### src/rtl/axi_cache_bridge_pkg.sv
// Shared types and constants for the cache-to-AXI3 bridge: read request record,
// FSM state encodings, burst/ID defaults and the line-compare helper.
package axi_cache_bridge_pkg;

    localparam logic [1:0] AXI_BURST_INCR = 2'b01;
    localparam logic [3:0] ID_I_DEFAULT   = 4'd0;
    localparam logic [3:0] ID_D_DEFAULT   = 4'd1;

    typedef logic [1:0] rd_state_t;
    localparam rd_state_t R_IDLE = 2'd0;
    localparam rd_state_t R_AR   = 2'd1;
    localparam rd_state_t R_DATA = 2'd2;

    typedef logic [1:0] wr_state_t;
    localparam wr_state_t W_IDLE = 2'd0;
    localparam wr_state_t W_XFER = 2'd1;
    localparam wr_state_t W_RESP = 2'd2;

    typedef struct packed {
        logic [31:0] addr;
        logic [1:0]  len;
        logic [2:0]  size;
        logic [3:0]  id;
    } axi_rd_req_t;

    // Two byte addresses hit the same 16-byte line; callers pass addr[31:4].
    function automatic logic same_line(input logic [27:0] a, input logic [27:0] b);
        return (a == b);
    endfunction

endpackage

### src/rtl/axi_cache_bridge_write_channel.sv
// DCache write path: captures one writeback/uncached store, drives AW and W
// independently, then waits for the B response.
module axi_write_channel
    import axi_cache_bridge_pkg::*;
#(
    parameter int         LINE_WORDS = 4,
    parameter logic [3:0] ID_D       = ID_D_DEFAULT
) (
    input  logic                    clk,
    input  logic                    resetn,
    input  logic                    d_wr_req,
    input  logic [31:0]             d_wr_addr,
    input  logic [1:0]              d_wr_len,
    input  logic [2:0]              d_wr_size,
    input  logic [3:0]              d_wr_strb,
    input  logic [32*LINE_WORDS-1:0] d_wr_data,
    output logic                    d_wr_ack,
    output logic                    d_wr_done,
    output logic [3:0]              awid,
    output logic [31:0]             awaddr,
    output logic [3:0]              awlen,
    output logic [2:0]              awsize,
    output logic [1:0]              awburst,
    output logic                    awvalid,
    input  logic                    awready,
    output logic [31:0]             wdata,
    output logic [3:0]              wstrb,
    output logic                    wlast,
    output logic                    wvalid,
    input  logic                    wready,
    input  logic                    bvalid,
    output logic                    bready,
    output logic                    wr_busy,
    output logic [27:0]             wr_line
);

    wr_state_t   state_r;
    logic [31:0] addr_r;
    logic [1:0]  len_r;
    logic [1:0]  beat_r;
    logic [2:0]  size_r;
    logic [3:0]  strb_r;
    logic [31:0] line_r [LINE_WORDS];
    logic        awvalid_r;
    logic        wvalid_r;
    logic        bready_r;
    logic        done_r;
    logic [3:0]  awid_r;
    logic [1:0]  awburst_r;

    logic accept_s;
    logic aw_fin_s;
    logic w_last_s;
    logic w_fin_s;

    assign accept_s = (state_r == W_IDLE) && d_wr_req;
    assign w_last_s = (beat_r == len_r);
    // A channel is finished when it was already idle or completes this cycle.
    assign aw_fin_s = !awvalid_r || awready;
    assign w_fin_s  = !wvalid_r || (wready && w_last_s);

    // Write FSM, line capture and beat counter.
    always_ff @(posedge clk or negedge resetn) begin
        if (!resetn) begin
            state_r   <= W_IDLE;
            addr_r    <= 32'd0;
            len_r     <= 2'd0;
            beat_r    <= 2'd0;
            size_r    <= 3'd0;
            strb_r    <= 4'd0;
            awvalid_r <= 1'b0;
            wvalid_r  <= 1'b0;
            bready_r  <= 1'b0;
            done_r    <= 1'b0;
            awid_r    <= 4'd0;
            awburst_r <= 2'd0;
            for (int k = 0; k < LINE_WORDS; k++) begin
                line_r[k] <= 32'd0;
            end
        end else begin
            done_r <= 1'b0;
            case (state_r)
                W_IDLE: begin
                    if (d_wr_req) begin
                        addr_r    <= d_wr_addr;
                        len_r     <= d_wr_len;
                        size_r    <= d_wr_size;
                        strb_r    <= d_wr_strb;
                        beat_r    <= 2'd0;
                        awid_r    <= ID_D;
                        awburst_r <= AXI_BURST_INCR;
                        awvalid_r <= 1'b1;
                        wvalid_r  <= 1'b1;
                        state_r   <= W_XFER;
                        for (int k = 0; k < LINE_WORDS; k++) begin
                            line_r[k] <= d_wr_data[k*32 +: 32];
                        end
                    end
                end
                W_XFER: begin
                    if (awvalid_r && awready) begin
                        awvalid_r <= 1'b0;
                    end
                    if (wvalid_r && wready) begin
                        if (w_last_s) begin
                            wvalid_r <= 1'b0;
                        end else begin
                            beat_r <= beat_r + 2'd1;
                        end
                    end
                    if (aw_fin_s && w_fin_s) begin
                        bready_r <= 1'b1;
                        state_r  <= W_RESP;
                    end
                end
                W_RESP: begin
                    if (bvalid) begin
                        bready_r <= 1'b0;
                        done_r   <= 1'b1;
                        state_r  <= W_IDLE;
                    end
                end
                default: begin
                    state_r <= W_IDLE;
                end
            endcase
        end
    end

    // W beat data/strobe/last selected from the captured line.
    always_comb begin
        wdata = line_r[beat_r];
        wlast = wvalid_r && w_last_s;
        if (!wvalid_r) begin
            wstrb = 4'h0;
        end else if (len_r == 2'd0) begin
            wstrb = strb_r;
        end else begin
            wstrb = 4'hF;
        end
    end

    assign d_wr_ack  = accept_s;
    assign d_wr_done = done_r;
    assign awid      = awid_r;
    assign awaddr    = addr_r;
    assign awlen     = {2'b00, len_r};
    assign awsize    = size_r;
    assign awburst   = awburst_r;
    assign awvalid   = awvalid_r;
    assign wvalid    = wvalid_r;
    assign bready    = bready_r;
    assign wr_busy   = (state_r != W_IDLE);
    assign wr_line   = addr_r[31:4];

endmodule

### src/rtl/axi_cache_bridge.sv
// Merges ICache reads, DCache reads and DCache writes onto one AXI3 master,
// one read and one write outstanding, with read-after-write line hazard stall.
module axi_cache_bridge
    import axi_cache_bridge_pkg::*;
#(
    parameter int         LINE_WORDS = 4,
    parameter logic [3:0] ID_I       = ID_I_DEFAULT,
    parameter logic [3:0] ID_D       = ID_D_DEFAULT
) (
    input  logic                     clk,
    input  logic                     resetn,
    input  logic                     i_rd_req,
    input  logic [31:0]              i_rd_addr,
    input  logic [1:0]               i_rd_len,
    output logic                     i_rd_ack,
    output logic                     i_rd_valid,
    output logic [31:0]              i_rd_data,
    output logic                     i_rd_last,
    input  logic                     d_rd_req,
    input  logic [31:0]              d_rd_addr,
    input  logic [1:0]               d_rd_len,
    input  logic [2:0]               d_rd_size,
    output logic                     d_rd_ack,
    output logic                     d_rd_valid,
    output logic [31:0]              d_rd_data,
    output logic                     d_rd_last,
    input  logic                     d_wr_req,
    input  logic [31:0]              d_wr_addr,
    input  logic [1:0]               d_wr_len,
    input  logic [2:0]               d_wr_size,
    input  logic [3:0]               d_wr_strb,
    input  logic [32*LINE_WORDS-1:0] d_wr_data,
    output logic                     d_wr_ack,
    output logic                     d_wr_done,
    output logic [3:0]               arid,
    output logic [31:0]              araddr,
    output logic [3:0]               arlen,
    output logic [2:0]               arsize,
    output logic [1:0]               arburst,
    output logic                     arvalid,
    input  logic                     arready,
    input  logic [3:0]               rid,
    input  logic [31:0]              rdata,
    input  logic                     rlast,
    input  logic                     rvalid,
    output logic                     rready,
    output logic [3:0]               awid,
    output logic [31:0]              awaddr,
    output logic [3:0]               awlen,
    output logic [2:0]               awsize,
    output logic [1:0]               awburst,
    output logic                     awvalid,
    input  logic                     awready,
    output logic [31:0]              wdata,
    output logic [3:0]               wstrb,
    output logic                     wlast,
    output logic                     wvalid,
    input  logic                     wready,
    input  logic                     bvalid,
    output logic                     bready
);

    rd_state_t   rd_state_r;
    axi_rd_req_t rd_req_r;
    logic        arvalid_r;
    logic        rready_r;
    logic        grant_d_r;
    logic [1:0]  arburst_r;

    logic        wr_busy_s;
    logic [27:0] wr_line_s;
    logic        i_haz_s;
    logic        d_haz_s;
    logic        grant_d_s;
    logic        grant_i_s;
    logic        ar_hs_s;
    logic        beat_s;

    axi_write_channel #(
        .LINE_WORDS (LINE_WORDS),
        .ID_D       (ID_D)
    ) u_write (
        .clk       (clk),
        .resetn    (resetn),
        .d_wr_req  (d_wr_req),
        .d_wr_addr (d_wr_addr),
        .d_wr_len  (d_wr_len),
        .d_wr_size (d_wr_size),
        .d_wr_strb (d_wr_strb),
        .d_wr_data (d_wr_data),
        .d_wr_ack  (d_wr_ack),
        .d_wr_done (d_wr_done),
        .awid      (awid),
        .awaddr    (awaddr),
        .awlen     (awlen),
        .awsize    (awsize),
        .awburst   (awburst),
        .awvalid   (awvalid),
        .awready   (awready),
        .wdata     (wdata),
        .wstrb     (wstrb),
        .wlast     (wlast),
        .wvalid    (wvalid),
        .wready    (wready),
        .bvalid    (bvalid),
        .bready    (bready),
        .wr_busy   (wr_busy_s),
        .wr_line   (wr_line_s)
    );

    // Hazard covers both a pending write and one being accepted this very cycle.
    always_comb begin
        i_haz_s = (wr_busy_s && same_line(i_rd_addr[31:4], wr_line_s)) ||
                  (!wr_busy_s && d_wr_req && same_line(i_rd_addr[31:4], d_wr_addr[31:4]));
        d_haz_s = (wr_busy_s && same_line(d_rd_addr[31:4], wr_line_s)) ||
                  (!wr_busy_s && d_wr_req && same_line(d_rd_addr[31:4], d_wr_addr[31:4]));
        grant_d_s = d_rd_req && !d_haz_s;
        grant_i_s = i_rd_req && !i_haz_s && !grant_d_s;
        ar_hs_s   = arvalid_r && arready;
        beat_s    = rready_r && rvalid;
    end

    // Read arbiter and AR/R sequencing.
    always_ff @(posedge clk or negedge resetn) begin
        if (!resetn) begin
            rd_state_r <= R_IDLE;
            rd_req_r   <= '0;
            arvalid_r  <= 1'b0;
            rready_r   <= 1'b0;
            grant_d_r  <= 1'b0;
            arburst_r  <= 2'b00;
        end else begin
            case (rd_state_r)
                R_IDLE: begin
                    if (grant_d_s) begin
                        rd_req_r   <= '{addr: d_rd_addr, len: d_rd_len, size: d_rd_size, id: ID_D};
                        grant_d_r  <= 1'b1;
                        arvalid_r  <= 1'b1;
                        arburst_r  <= AXI_BURST_INCR;
                        rd_state_r <= R_AR;
                    end else if (grant_i_s) begin
                        rd_req_r   <= '{addr: i_rd_addr, len: i_rd_len, size: 3'd2, id: ID_I};
                        grant_d_r  <= 1'b0;
                        arvalid_r  <= 1'b1;
                        arburst_r  <= AXI_BURST_INCR;
                        rd_state_r <= R_AR;
                    end
                end
                R_AR: begin
                    if (ar_hs_s) begin
                        arvalid_r  <= 1'b0;
                        rready_r   <= 1'b1;
                        rd_state_r <= R_DATA;
                    end
                end
                R_DATA: begin
                    if (rvalid && rlast) begin
                        rready_r   <= 1'b0;
                        rd_state_r <= R_IDLE;
                    end
                end
                default: begin
                    rd_state_r <= R_IDLE;
                end
            endcase
        end
    end

    // Acks follow the AR handshake; R beats are steered by rid.
    always_comb begin
        i_rd_ack   = ar_hs_s && !grant_d_r;
        d_rd_ack   = ar_hs_s && grant_d_r;
        i_rd_valid = beat_s && (rid == ID_I);
        d_rd_valid = beat_s && (rid == ID_D);
        i_rd_last  = i_rd_valid && rlast;
        d_rd_last  = d_rd_valid && rlast;
        i_rd_data  = rdata;
        d_rd_data  = rdata;
    end

    assign arid    = rd_req_r.id;
    assign araddr  = rd_req_r.addr;
    assign arlen   = {2'b00, rd_req_r.len};
    assign arsize  = rd_req_r.size;
    assign arburst = arburst_r;
    assign arvalid = arvalid_r;
    assign rready  = rready_r;

endmodule

### config.mk
export PLATFORM = sky130hd
export DESIGN_NAME = axi_cache_bridge
export DESIGN_NICKNAME = d
export VERILOG_FILES = /design/src/rtl/axi_cache_bridge_pkg.sv /design/src/rtl/axi_cache_bridge_write_channel.sv /design/src/rtl/axi_cache_bridge.sv
export SDC_FILE = /design/constraint.sdc
export NUM_CORES = 1
export LEC_CHECK = 0
export ABC_AREA = 1
export ABC_CLOCK_PERIOD_IN_PS = 1500
export CORE_AREA = 2 2 189 191
export DETAILED_ROUTE_END_ITERATION = 12
export DIE_AREA = 0 0 191 193
export GPL_ROUTABILITY_DRIVEN = 0
export PLACE_DENSITY = 0.66
export SYNTH_ARGS = -nofsm -noshare
export SYNTH_HDL_FRONTEND = slang
export SYNTH_SLANG_ARGS = --single-unit
### constraint.sdc
create_clock -name clk -period 1.5 [get_ports clk]
set_input_delay 0.3 -clock clk [delete_from_list [all_inputs] [get_ports clk]]
set_output_delay 0.3 -clock clk [all_outputs]
set_load 0.01 [all_outputs]
# After elaboration in Yosys (flattened, before gate mapping)
# Index checks and enable logic that the tools add are counted.
dict set report totals {
  register_bits 226
  input_bits 287
  out_inout_bits 204
}
dict set report classes {
  n_addsub 1
  n_lt_le_gt_ge 1
  n_eq_ne 20
  muxes 40
  bitwise 1
  reduce_logical 54
}
# op count
set ops {}
lappend ops {{== test 28 bit} 4}
lappend ops {{2-to-1 mux 41 bit} 2}
lappend ops {{binary-select mux 32 bit (select 2 bit)} 1}
lappend ops {{2-to-1 mux 32 bit} 2}
lappend ops {{logical AND 1 bit} 23}
lappend ops {{2-to-1 mux 2 bit} 10}
lappend ops {{AND reduction 3 bit} 6}
lappend ops {{2-to-1 mux 1 bit} 15}
lappend ops {{case mux 2 bit (3 select lines)} 2}
lappend ops {{nonzero test 2 bit} 6}
lappend ops {{!= test 2 bit (second input constant)} 5}
lappend ops {{case mux 1 bit (2 select lines)} 5}
lappend ops {{2-to-1 mux 4 bit} 2}
lappend ops {{!= test 2 x 1 -> 1 bit (second input constant)} 4}
lappend ops {{AND reduction 4 bit} 2}
lappend ops {{logical NOT 1 bit} 7}
lappend ops {{logical NOT 2 bit} 3}
lappend ops {{== test 2 x 1 -> 1 bit (second input constant)} 2}
lappend ops {{== test 2 bit (second input constant)} 2}
lappend ops {{== test 4 x 1 -> 1 bit (second input constant)} 1}
lappend ops {{logical NOT 4 bit} 1}
lappend ops {{logical OR 1 bit} 4}
lappend ops {{case mux 2 bit (2 select lines)} 1}
lappend ops {{AND reduction 2 bit} 2}
lappend ops {{other kinds (5)} 5}

# Depth between registers and ports, before layout
# Gate-level depths: netlist of run 1.
dict set report logic_depth {
  depth_word 12
  mapped_depth 14
  ltp_nobuf 13
}

# By module
# A second synthesis of run 1 with hierarchy kept.
dict set report hier_totals {
  cells_unflattened 1829
  area_unflattened_um2 12704.7
}
# module instances cells_each area_per_inst_um2
set by_module_without_submodules {}
lappend by_module_without_submodules {axi_write_channel 1 991 7931.4}
lappend by_module_without_submodules {axi_cache_bridge 1 838 4773.3}

# Worst setup path after synthesis of run 1
# OpenSTA, ideal clock, no wires.
dict set report synth_path {
  path_kind {register to output}
  startpoint {register u_write.beat_r[0]}
  endpoint {output port wdata[0]}
  arrival_time_ps 1493
  t_required_ps 1200
  path_slack_ps -293
  stages_incl_launch_ff 7
  path_buffers 3
  path_cell_list {dfrtp_1 clkbuf_1 inv_1 clkbuf_1 clkbuf_1 nor2_1 o22ai_1}
}
dict set report synth_between {
  elab_chain_len 4
}
# item line
set synth_lines {}
lappend synth_lines {{start: declaration} axi_cache_bridge_write_channel.sv:40} ;# logic [1:0] beat_r;
lappend synth_lines {{start signal: assignment} axi_cache_bridge_write_channel.sv:108} ;# beat_r <= beat_r + 2'd1;
lappend synth_lines {{inverter 2 -> 3 bit (implied by the code)} axi_cache_bridge_write_channel.sv:132} ;# wdata = line_r[beat_r];
lappend synth_lines {{binary-select mux 32 bit (select 2 bit)} axi_cache_bridge_write_channel.sv:132}
lappend synth_lines {{2-to-1 mux 32 bit (implied by the code) (2 in a row)} axi_cache_bridge_write_channel.sv:132}
lappend synth_lines {{end: declaration} axi_cache_bridge.sv:54} ;# output logic [31:0] wdata,
# Every way passes these cells. The select of a mux whose other input is x is not followed.

# Final worst setup path of run 1
dict set report layout_path {
  startpoint {register u_write.addr_r[21], in the netlist u_write.awaddr[21]}
  endpoint {register rd_req_r, in the netlist araddr[25]}
}
dict set report layout_between {
  elab_chain_len 9
  elab_cells_between_ends 15
  cone_classes {eq/ne: 2; mux: 1; reduce/logical: 12}
}
# item line
set layout_lines {}
lappend layout_lines {{start: declaration} axi_cache_bridge_write_channel.sv:38} ;# logic [31:0] addr_r;
lappend layout_lines {{start signal: assignment} axi_cache_bridge_write_channel.sv:85} ;# addr_r <= d_wr_addr;
lappend layout_lines {{== test 28 bit} axi_cache_bridge_pkg.sv:28} ;# return (a == b);
lappend layout_lines {{logical AND 1 bit} axi_cache_bridge.sv:115} ;# d_haz_s = (wr_busy_s && same_line(d_rd_addr[31:4], wr_line_s)) ||
lappend layout_lines {{logical OR 1 bit} axi_cache_bridge.sv:115}
lappend layout_lines {{logical NOT 1 bit} axi_cache_bridge.sv:117} ;# grant_d_s = d_rd_req && !d_haz_s;
lappend layout_lines {{logical AND 1 bit} axi_cache_bridge.sv:117}
lappend layout_lines {{logical NOT 1 bit} axi_cache_bridge.sv:118} ;# grant_i_s = i_rd_req && !i_haz_s && !grant_d_s;
lappend layout_lines {{logical AND 1 bit} axi_cache_bridge.sv:118}
lappend layout_lines {{nonzero test 2 bit (no line)} --}
lappend layout_lines {{AND reduction 2 bit (no line)} --}
lappend layout_lines {{end signal: assignment} axi_cache_bridge.sv:136} ;# rd_req_r <= '{addr: d_rd_addr, len: d_rd_len, size: d_rd_size, id: ID_D};
lappend layout_lines {{end signal: assignment} axi_cache_bridge.sv:142} ;# rd_req_r <= '{addr: i_rd_addr, len: i_rd_len, size: 3'd2, id: ID_I};
lappend layout_lines {{end: declaration} axi_cache_bridge.sv:64} ;# axi_rd_req_t rd_req_r;
# Several ways; a longest one is shown, not always the timed one.
# A chain may end at the register's enable or synchronous reset.

==> impl_metrics.ini, run 1 <==
[floorplanning]
die_w_um = 191
io_pins = 491
start_util_pct = 34.8
fp.coreArea_um2 = 35000
die_y_um = 193
dieArea_um2 = 36900
num_rows = 69

[synthesis]
ys_ff_latch = 221
synth_top_cells_by_count = nand2_1, dfrtp_1, nor2_1, o21ai_0, inv_1
synthArstFlopShare_pct = 100
synth-seq-area-share_pct = 45.5
syn_inst = 1683
synth_flop_cell = dfrtp_1
synth_edf_count = 0
syn-mean-instance-area_um2 = 7.23
netlist_top_cells_area = dfrtp_1, nand2_1, buf_4
synth_most_common_cell = nand2_1
synth_top_area_share_pct = 45.5
syn_area_um2 = 12200
yosys_warnings = 0
yosysTopAreaCell = dfrtp_1
synth_cell_types = 34

[global_route]
grt_pass1_wl_um = 85600
grtUsageTotal_pct = 30.9
grt_max_degree = 55
antenna_found_initial = 2
grt_overflow = 0
grt_pass1_vias = 14600

[finish]
final_cells = 2732
final_cell_area_um2 = 23500
final_core_util_pct = 67.2
syn_to_final_growth_pct = 93.1
drive_gt1_share_pct = 42.3
nets = 2538

[hold_path]
hp-class = in -> async

[setup_path]
critPathLaunchType = flop
cp.arrival_ns = 2.68
required_ns = 1.98
end_kind = flop
path_class = reg -> reg
crit_path_max_fanout = 6

[sta]
rsz0062_at_grt = true
layout_setup_ws_ns = -0.703
worst_clock_skew_ns = 0.0122
period_share_pct = 147
slew_violations = 0
tns_ns = -101.44
max_freq_ghz = 0.454
finalHoldViolCount = 0
period_minus_slack_ns = 2.20
setup_violations = 288

[clock_network]
cts_tree = built
numClockSinks = 221
clkLatencyLatePin_ns = 0.55
clk_path_buf_depth = 3
cts_root_buffer = clkbuf_16
clkSlewWorstSetupHoldPaths_ns = 0.06
htree_levels = 1
cts_buffers = 26

[status]
status = complete, but fails checks
violations = setup timing

[power]
leakagePower_nw = 11.8
power_density_nw_per_um2 = 2070
vdd_ir_drop_max_mv = 1.21

[flow_run]
maxCapViolations = 0

[detailed_routing]
wl_per_cell_um = 23.6
via_count = 14900
wl_um = 64400
drt-pass1-iter-count = 5
drc_errors = 0
drt_iter0_drc = 990
viasPerCell = 5.45
drtAntennaViolNets = 0

[placement]
placedCellCount = 2529
hpwl_um = 34500
dpl_cell_area_um2 = 17300
portBuffers = 382
## timing repair
item | in CTS | in global routing
endpoints found under the setup margin | 342 | 340
pin swaps | 117 | 94
endpoints found under the hold margin | 175 | 0
gates cloned | 56 | 18
setup buffers | 83 | 41
hold buffers | 1 | 0
gates resized for setup | 782 | 604
## cell usage in the layout, fill, tap and decap left out, types with 44 or more instances in the layout
cell               n
nand2_4          114
o21ai_2           56
buf_6            106
buf_2             44
inv_1             89
buf_16            45
buf_4            111
dlymetal6s2s_1    45
clkdlybuf4s50_1  253
dfrtp_1          214
nor2_1            74
buf_12            57
nand4_1           52
nand2_2          212
nand2_1          432
## cell type report
| class | count | area, um2 |
|---|---|---|
| Clock inverter | 7 | 115 |
| Clock buffer | 40 | 764 |
| Antenna cell | 1 | 2.50 |
| Fill cell | 2491 | 11500 |
| Timing Repair inverter | 3 | 76.3 |
| Sequential cell | 221 | 5540 |
| Timing Repair Buffer | 685 | 8210 |
| Tap cell | 461 | 577 |
| Multi-Input combinational cell | 1216 | 7800 |
| Inverter | 98 | 404 |
## stage by stage
stage	power (mW)	hold slack, ns	setup WS, ns
2_1_floorplan	19.3	0.00441	-0.106
3_3_place_gp	28.4	0.181	-0.929
3_5_place_dp	28.7	0.185	-0.938
4_1_cts	42.9	0.194	-0.677
5_1_grt	50.8	0.211	-0.798
6_report	48.7	0.210	-0.703
## cell families after synthesis
group / count (synthesis) / synth area share (%)
AO/OA/AOI/OAI: 151 / 6.65
other: 1 / 0.0308
buffers and inverters: 257 / 10.8
flip-flops: 221 / 45.5
AND/OR/NAND/NOR: 1003 / 33.4
XOR/XNOR: 50 / 3.60
## critical path: stages (launching register included)
cell	delay, ns
dfrtp_1	0.37
inv_1	0.10
nand2_1	0.08
nand4_1	0.27
nor2_1	0.20
nand2_1	0.10
nor2_4	0.11
nand2_4	0.11
nand3_4	0.14
buf_4	0.14
buf_12	0.13
nand2_1	0.09
nand2_2	0.15
nand2_1	0.07
nand2_1	0.07
## where the power goes
group | switching, mW | internal [mW] | total, mW
clock network | 2.71 | 4.01 | 6.72
logic | 14.9 | 15.1 | 30.0
registers | 3.11 | 8.82 | 11.9
## flip-flops by register name, summed over array words and instances (netlist names), 3 cells and up
register        count
u_write.awsize      3
u_write.awaddr     32
araddr             32
arsize              3
u_write.line_r    128
u_write.strb_r      4
## final timing paths
kind                                    start                  end  slack (ns)  cells past startpoint
min in group clk                d_wr_data[39]   u_write.line_r[71]        0.28                      3
setup reg to reg           u_write.awaddr[21]           araddr[25]       -0.70                     14
max in group asynchronous              resetn   u_write.line_r[43]        0.62                      4
setup / recovery           u_write.awaddr[21]           araddr[25]       -0.70                     14
hold / removal                         resetn  u_write.line_r[120]        0.21                      2
hold reg to reg            u_write.state_r[0]   u_write.state_r[1]        0.47                      1
## metal layers
layer  GRT usage, %  vias up  share of wire, %
met5              0        -             0.016
met4           18.6        2               7.6
met3           7.20      311                10
met2           53.4     1073                48
met1           35.0     7104                34
li1               -     6396                 -
(Power assumes the default switching activity.)
==> run 2: changes to the inputs <==
--- a/config.mk
+++ b/config.mk
@@ -12,6 +12,7 @@
 export DIE_AREA = 0 0 191 193
 export GPL_ROUTABILITY_DRIVEN = 0
 export PLACE_DENSITY = 0.66
+export SLEW_MARGIN = 20
 export SYNTH_ARGS = -nofsm -noshare
 export SYNTH_HDL_FRONTEND = slang
 export SYNTH_SLANG_ARGS = --single-unit
==> results of run 2 <==
No change in the layout: final DEF, timing and power equal those of run 1.
